File: config.mk
export PLATFORM = sky130hd
export DESIGN_NAME = spi_slave_if
export DESIGN_NICKNAME = d
export VERILOG_FILES = /design/src/rtl/spi_slave_if.sv
export SDC_FILE = /design/constraint.sdc
export NUM_CORES = 1
export LEC_CHECK = 0
export ABC_AREA = 1
export CELL_PAD_IN_SITES_DETAIL_PLACEMENT = 0
export CELL_PAD_IN_SITES_GLOBAL_PLACEMENT = 1
export CORE_AREA = 2 2 72 81
export CTS_CLUSTER_DIAMETER = 80
export DETAILED_ROUTE_END_ITERATION = 12
export DIE_AREA = 0 0 74 83
export PLACE_DENSITY_LB_ADDON = 0.1
export SYNTH_ARGS = -nofsm -noshare
export SYNTH_HDL_FRONTEND = slang
export SYNTH_SLANG_ARGS = --single-unit
File: constraint.sdc
create_clock -name clk -period 1.6 [get_ports clk]
set_input_delay 0.24 -clock clk [delete_from_list [all_inputs] [get_ports clk]]
set_output_delay 0.24 -clock clk [all_outputs]
set_load 0.01 [all_outputs]
File: src/rtl/spi_slave_if.sv
// SPI mode-0 responder: oversamples SCLK/CS_n/MOSI in the clk domain, deserialises MOSI
// into words and serialises a host-supplied word (via a one-entry holding register) onto MISO.
module spi_slave_if #(
    parameter int unsigned DATA_W      = 8,
    parameter int unsigned SYNC_STAGES = 2
) (
    input  logic              clk,
    input  logic              rst_n,
    input  logic              spi_sclk,
    input  logic              spi_cs_n,
    input  logic              spi_mosi,
    output logic              spi_miso,
    output logic              spi_miso_oe,
    input  logic [DATA_W-1:0] tx_data,
    input  logic              tx_valid,
    output logic              tx_ready,
    output logic [DATA_W-1:0] rx_data,
    output logic              rx_valid,
    output logic              tx_underrun,
    output logic              busy
);

    localparam int unsigned CNT_W = (DATA_W > 1) ? $clog2(DATA_W) : 1;
    localparam logic [CNT_W-1:0] LAST_BIT = CNT_W'(DATA_W - 1);

    typedef enum logic {
        IDLE   = 1'b0,
        ACTIVE = 1'b1
    } state_t;

    logic [SYNC_STAGES-1:0] sclk_sync;
    logic [SYNC_STAGES-1:0] cs_sync;
    logic [SYNC_STAGES-1:0] mosi_sync;
    logic [SYNC_STAGES-1:0] settle;
    logic                   sclk_d;
    logic                   cs_d;
    logic                   cs_armed;

    logic sclk_s;
    logic cs_s;
    logic mosi_s;
    logic sclk_rise;
    logic sclk_fall;
    logic cs_fall;
    logic cs_rise;

    state_t            state;
    state_t            state_nxt;
    logic [CNT_W-1:0]  bit_cnt;
    logic [CNT_W-1:0]  bit_cnt_nxt;
    logic [DATA_W-1:0] rx_shift;
    logic [DATA_W-1:0] rx_shift_nxt;
    logic [DATA_W-1:0] tx_shift;
    logic [DATA_W-1:0] tx_shift_nxt;
    logic [DATA_W-1:0] hold;
    logic [DATA_W-1:0] hold_nxt;
    logic              hold_full;
    logic              hold_full_nxt;
    logic              word_done;
    logic              word_done_nxt;
    logic [DATA_W-1:0] rx_data_nxt;
    logic              rx_valid_nxt;
    logic              tx_underrun_nxt;
    logic              busy_nxt;
    logic              miso_oe_nxt;
    logic              miso_nxt;
    logic              load;

    // Input synchronisers plus one delayed copy of each control line for edge detection.
    always_ff @(posedge clk or negedge rst_n) begin
        if (!rst_n) begin
            sclk_sync <= '0;
            cs_sync   <= '1;
            mosi_sync <= '0;
            sclk_d    <= 1'b0;
            cs_d      <= 1'b1;
            settle    <= '0;
            cs_armed  <= 1'b0;
        end else begin
            sclk_sync <= {sclk_sync[SYNC_STAGES-2:0], spi_sclk};
            cs_sync   <= {cs_sync[SYNC_STAGES-2:0], spi_cs_n};
            mosi_sync <= {mosi_sync[SYNC_STAGES-2:0], spi_mosi};
            sclk_d    <= sclk_sync[SYNC_STAGES-1];
            cs_d      <= cs_sync[SYNC_STAGES-1];
            settle    <= {settle[SYNC_STAGES-2:0], 1'b1};
            cs_armed  <= cs_armed | (settle[SYNC_STAGES-1] & cs_sync[SYNC_STAGES-1]);
        end
    end

    assign sclk_s    = sclk_sync[SYNC_STAGES-1];
    assign cs_s      = cs_sync[SYNC_STAGES-1];
    assign mosi_s    = mosi_sync[SYNC_STAGES-1];
    assign sclk_rise = sclk_s & ~sclk_d;
    assign sclk_fall = ~sclk_s & sclk_d;
    // A frame may only start once CS_n has been seen high after reset.
    assign cs_fall   = cs_armed & ~cs_s & cs_d;
    assign cs_rise   = cs_s & ~cs_d;

    always_ff @(posedge clk or negedge rst_n) begin
        if (!rst_n) begin
            state       <= IDLE;
            bit_cnt     <= '0;
            rx_shift    <= '0;
            tx_shift    <= '0;
            hold        <= '0;
            hold_full   <= 1'b0;
            word_done   <= 1'b0;
            rx_data     <= '0;
            rx_valid    <= 1'b0;
            tx_underrun <= 1'b0;
            busy        <= 1'b0;
            spi_miso_oe <= 1'b0;
            spi_miso    <= 1'b1;
            tx_ready    <= 1'b1;
        end else begin
            state       <= state_nxt;
            bit_cnt     <= bit_cnt_nxt;
            rx_shift    <= rx_shift_nxt;
            tx_shift    <= tx_shift_nxt;
            hold        <= hold_nxt;
            hold_full   <= hold_full_nxt;
            word_done   <= word_done_nxt;
            rx_data     <= rx_data_nxt;
            rx_valid    <= rx_valid_nxt;
            tx_underrun <= tx_underrun_nxt;
            busy        <= busy_nxt;
            spi_miso_oe <= miso_oe_nxt;
            spi_miso    <= miso_nxt;
            tx_ready    <= ~hold_full_nxt;
        end
    end

    always_comb begin
        state_nxt       = state;
        bit_cnt_nxt     = bit_cnt;
        rx_shift_nxt    = rx_shift;
        tx_shift_nxt    = tx_shift;
        hold_nxt        = hold;
        hold_full_nxt   = hold_full;
        word_done_nxt   = word_done;
        rx_data_nxt     = rx_data;
        rx_valid_nxt    = 1'b0;
        tx_underrun_nxt = 1'b0;
        load            = 1'b0;

        case (state)
            IDLE: begin
                if (cs_fall) begin
                    state_nxt     = ACTIVE;
                    bit_cnt_nxt   = '0;
                    rx_shift_nxt  = '0;
                    word_done_nxt = 1'b0;
                    load          = 1'b1;
                end
            end
            ACTIVE: begin
                // Frame end wins over any SCLK edge seen in the same cycle.
                if (cs_rise) begin
                    state_nxt     = IDLE;
                    bit_cnt_nxt   = '0;
                    word_done_nxt = 1'b0;
                end else begin
                    if (sclk_rise) begin
                        rx_shift_nxt = {rx_shift[DATA_W-2:0], mosi_s};
                        if (bit_cnt == LAST_BIT) begin
                            bit_cnt_nxt   = '0;
                            rx_data_nxt   = {rx_shift[DATA_W-2:0], mosi_s};
                            rx_valid_nxt  = 1'b1;
                            word_done_nxt = 1'b1;
                        end else begin
                            bit_cnt_nxt = bit_cnt + CNT_W'(1);
                        end
                    end
                    if (sclk_fall) begin
                        if (word_done) begin
                            load          = 1'b1;
                            word_done_nxt = 1'b0;
                        end else begin
                            tx_shift_nxt = {tx_shift[DATA_W-2:0], 1'b1};
                        end
                    end
                end
            end
            default: state_nxt = IDLE;
        endcase

        // Word load from the holding register; all ones when nothing is held.
        if (load) begin
            if (hold_full) begin
                tx_shift_nxt  = hold;
                hold_full_nxt = 1'b0;
            end else begin
                tx_shift_nxt    = '1;
                tx_underrun_nxt = 1'b1;
            end
        end

        if (tx_valid && !hold_full) begin
            hold_nxt      = tx_data;
            hold_full_nxt = 1'b1;
        end

        busy_nxt    = (state_nxt == ACTIVE);
        miso_oe_nxt = (state_nxt == ACTIVE);
        miso_nxt    = (state_nxt == ACTIVE) ? tx_shift_nxt[DATA_W-1] : 1'b1;
    end

endmodule

# Word-level counts from Yosys, hierarchy flattened
# Cells that the tools add are included.
# Widths: inputs -> output; s select.
[totals]
ff_bits = 52
inputBits = 14
out_inout_bits = 14
word_cells = 88
[op_classes]
n_addsub = 1
n_eq_ne = 7
mux = 38
bitwise = 14
reduce_logical = 8
[op_table]
columns = ["operator", "count"]
rows = [
  ["$mux 8", 6],
  ["$mux 7", 3],
  ["$mux 1", 20],
  ["$pmux 7 s2", 1],
  ["$mux 3", 4],
  ["$reduce_and 4->1", 2],
  ["$not 1->1", 7],
  ["$and 1x1->1", 6],
  ["$ne 2x2->1 const B", 3],
  ["$pmux 1 s2", 3],
  ["$pmux 3 s2", 1],
  ["$ne 2x1->1 const B", 2],
  ["$reduce_bool 2->1", 2],
  ["$add 3x1->3 const B", 1],
  ["$eq 3x3->1 const B", 1],
  ["$ne 3x3->1 const B", 1],
  ["$reduce_and 3->1", 1],
  ["$reduce_and 2->1", 1],
  ["$logic_and 1x1->1", 1],
  ["$logic_not 1->1", 1],
  ["$or 1x1->1", 1],
]

# Depth between registers and ports, before layout
[logic_depth]
depth_word = 8
depth_mapped = 9
mapped_depth_nobuf = 9

# Least setup slack after synthesis
# Ideal clock, no wire load.
[synth_timing]
path_type = "register to register"
startpoint = "register cs_d"
endpoint = "register rx_data[4]"
setup_time_ps = 118
t_arrival_ps = 1215
required_ps = 1482
slack_ps = 267
path_stages_with_launch = 9
path_buffers = 1
synth_period_minus_slack_ps = 1333
path_cell_list = "dfstp_2 > inv_2 > nand2_4 > nand2_4 > nor2_8 > nand2_4 > buf_6 > nand2_2 > o21ai_2"
[synth_between]
elab_chain_cells = 4
[synth_lines]
columns = ["element", "line", "source"]
rows = [
  ["from (decl)", "36", "logic cs_d;"],
  ["from (signal assigned)", "84", "cs_d <= cs_sync[SYNC_STAGES-1];"],
  ["$not 1->1", "97", "assign cs_rise = cs_s & ~cs_d;"],
  ["$and 1x1->1", "97", ""],
  ["$not 1->1 (no source line)", "n/a", ""],
  ["$reduce_and 4->1 (no source line)", "n/a", ""],
  ["to (signal assigned)", "123", "rx_data <= rx_data_nxt;"],
  ["to (decl)", "17", "output logic [DATA_W-1:0] rx_data,"],
]
# No other way between the ends.
# A chain may end at the register's enable or synchronous reset.

==> out/summary.txt <==
Max-cap violations: 0
CP max stage delay: 0.53 ns
Synth area leader: dfrtp_1
WL/cell: 10.86 um
Synth warn: 0
RePlAce Congestion: 0.7588
Final Skew: 0.003514 ns
Setup ws final: 0.1450 ns
Worst-path fanout max: 3
Fin crit period: 1.455 ns
Drt pass-1 iters: 4
Row cnt: 28
Vias: 1512
Placed wire-length estimate: 2.697 mm
Syn Nets: 242
Core Area: 5290 um^2
Routed Antenna Nets: 0
Critical path buffers and inverters: 1
Post-synth EDFFs: 0
Clock buffer depth: 2
Pins over their slew limit: 0
Ports: 28
Sequential area share after synthesis: 59.58%
CP Cell Sequence: clkdlybuf4s50_1
Crit-path slowest cell: clkdlybuf4s50_1
Worst R2R Path Depth: 7
Pwr Density: 1251 nW/um^2
Reg clk slew, reported paths: 0.09 ns
Delay-heaviest family, CP: buffers and inverters
Die height: 83 um
Avg Cell Area, Syn: 9.711 um^2
Worst-skew pair later-pin latency: 0.31 ns
Area contributors post-synth: dfrtp_1 (54%), nand2_1 (8.6%), dfstp_2 (6.0%), inv_1 (5.1%), nor2_1 (4.4%)
Largest net degree at the start of global routing: 33
Gr usage total: 13.96%
Overflow left after global routing: 0
Die area: 6142 um^2
Yosys reg bits: 52
Depth of the CTS H-tree: 2
Period utilization: 90.94%
Worst r2r src: cs_sync[1]
Proportion of layout cells with a drive suffix above 1: 17.74%
Cells after Synth: 226
Initial Util: 41.49%
Iteration-0 DRC Markers: 57
Fmax: 687.3 MHz
Vias per cell: 4.447
Mapped cell area: 2195 um^2
Port Buffers: 27
Synth cell types: 26
Final setup vio count: 0
CTS tree: built
Leak: 0.001341 uW
Hold Path Depth: 1
Reg2reg setup slack: 0.16 ns
Final Util: 50.95%
Drt drc: 0
Status: finished clean
Fill cells: 518
Worst Path Required: 1.36 ns
Endpoints failing hold: 0
Critical Path End Type: output port
Main synth FF type: dfrtp_1
Crit path launch type: flop
Post-Route WL: 3.691 mm
RSZ-0062 raised after global routing: no
Post-synth top area share: 53.59%
CTS Root Cell: clkbuf_8
First-pass GRT wire length: 6.706 mm
CTS sink count: 52
Initial antenna violation count: 0
Peak VDD IR: 0.7798 mV
Final #Nets: 280
Setup TNS: 0 ns
Pre-CTS WS: 0.1085 ns
Crit path DAT: 1.22 ns
Critical R2R Capture: tx_shift[0]
Vias in the first global route: 1543
Antenna Cells: 0
TritonCTS buffer count: 5
Worst Min Path Start: spi_cs_n
Area grow syn2layout: 22.80%
Async S/R FF share, synth: 100.0%
Hold endpoint: cs_sync[0]
Setup CP Type: reg2out
Die Wd: 74 um
Worst Hold Class: in2reg
[worst max-delay path by stage]
| stage | to | cells after the start | from |
|---|---|---|---|
| after floorplan | rx_data[4] | 8 | cs_d |
| after global placement | tx_shift[0] | 7 | cs_sync[1] |
| after detailed placement | tx_shift[0] | 7 | cs_sync[1] |
| after CTS | spi_miso_oe | 1 | state |
| after global routing | tx_shift[3] | 7 | cs_sync[1] |
| final | spi_miso_oe | 1 | state |
[repair_timing]
item / CTS / global route
hold buffers: 1 / 0
pin swaps: 0 / 0
resized for setup: 3 / 1
endpoints found under the hold margin: 47 / 0
endpoints found under the setup margin: 4 / 4
buffers inserted: 0 / 2
[worst register-to-register path, cell delays in order (launching register included)]
cell	delay, ns
dfstp_2	0.59
nand2_4	0.11
nand2_4	0.13
inv_1	0.09
nand2_2	0.10
nand2_4	0.10
a21boi_1	0.15
nand2_1	0.07
[stage by stage]
| step | hold slack [ns] | instance area (um^2) | total power (uW) | cells |
|---|---|---|---|---|
| floorplan | -0.05559 | 2195 | 2264 | 226 |
| CTS | 0.3196 | 2680 | 3418 | 338 |
| global placement | 0.2343 | 2560 | 2520 | 329 |
| finish | 0.3275 | 2695 | 3371 | 340 |
| detailed placement | 0.2369 | 2560 | 2526 | 329 |
| global route | 0.3284 | 2695 | 3629 | 340 |
[cells by family (layout without fill, tap and decap cells)]
kind of cell               count (synthesis)  count (layout)  synth area share (%)
and+or+nand+nor                           96              96                 20.64
muxes                                      1               1                0.5131
DFF                                       52              52                 59.58
adders and majority gates                  2               2                 1.140
AOI/OAI and AO/OA                         37              37                 10.89
buffers and inverters                     37              76                 7.069
other                                      1               1                0.1709
[power breakdown]
| group | total [uW] | switching, uW | leakage (uW) | internal (uW) |
|---|---|---|---|---|
| registers | 1700 | 105 | 0.000636 | 1600 |
| logic | 777 | 459 | 0.000650 | 318 |
| clock network | 891 | 428 | 0.0000541 | 463 |
[flip-flops by register name, summed over array words and instances (netlist names), 2 cells and up]
signal and flops:
hold 8, rx_data 8, tx_shift 8, rx_shift 7
bit_cnt 3, cs_sync 2, mosi_sync 2, sclk_sync 2
settle 2
[metal layers]
layer | GRT usage [%] | wire length, um
met4 | 5.455 | 37
met5 | 0 | 0
met3 | 4.005 | 121
met1 | 16.14 | 1618
met2 | 23.78 | 1913
[layout make-up]
type / count / area, um^2 / share of cell area [%]
clock buffers: 5 / 68.82 / 2.553
clock inverters: 3 / 42.54 / 1.578
inverters: 33 / 123.9 / 4.596
multi-input cells: 137 / 732.0 / 27.16
flip-flops and latches: 52 / 1309 / 48.56
well taps: 75 / 93.84 / 3.482
repair buffers: 35 / 325.3 / 12.07
[cells in the mapped netlist, types with 2 or more instances]
master / instances
nand2_4: 4
buf_4: 2
nand2_2: 4
inv_2: 3
dfrtp_1: 47
a21oi_1: 13
o22ai_1: 7
nor2_1: 26
nand2_1: 50
inv_1: 30
o21ai_0: 4
ha_1: 2
dfstp_2: 5
nand3_1: 8
o21ai_2: 10
[placed cells by master (no fill, tap or decap), types with 2 or more instances in the layout]
cell             netlist  routed
nand3_1                8       8
o21ai_2               10      10
a21oi_1               13      13
buf_4                  2       7
ha_1                   2       2
clkbuf_8               0       5
nand2_1               50      50
nor2_1                26      26
o22ai_1                7       7
dfrtp_1               47      46
dlygate4sd2_1          0       2
nand2_2                4       4
o21ai_0                4       4
dfstp_2                5       5
inv_2                  3       3
clkdlybuf4s50_1        0      24
inv_1                 30      30
nand2_4                4       4
(Power assumes the default switching activity.)
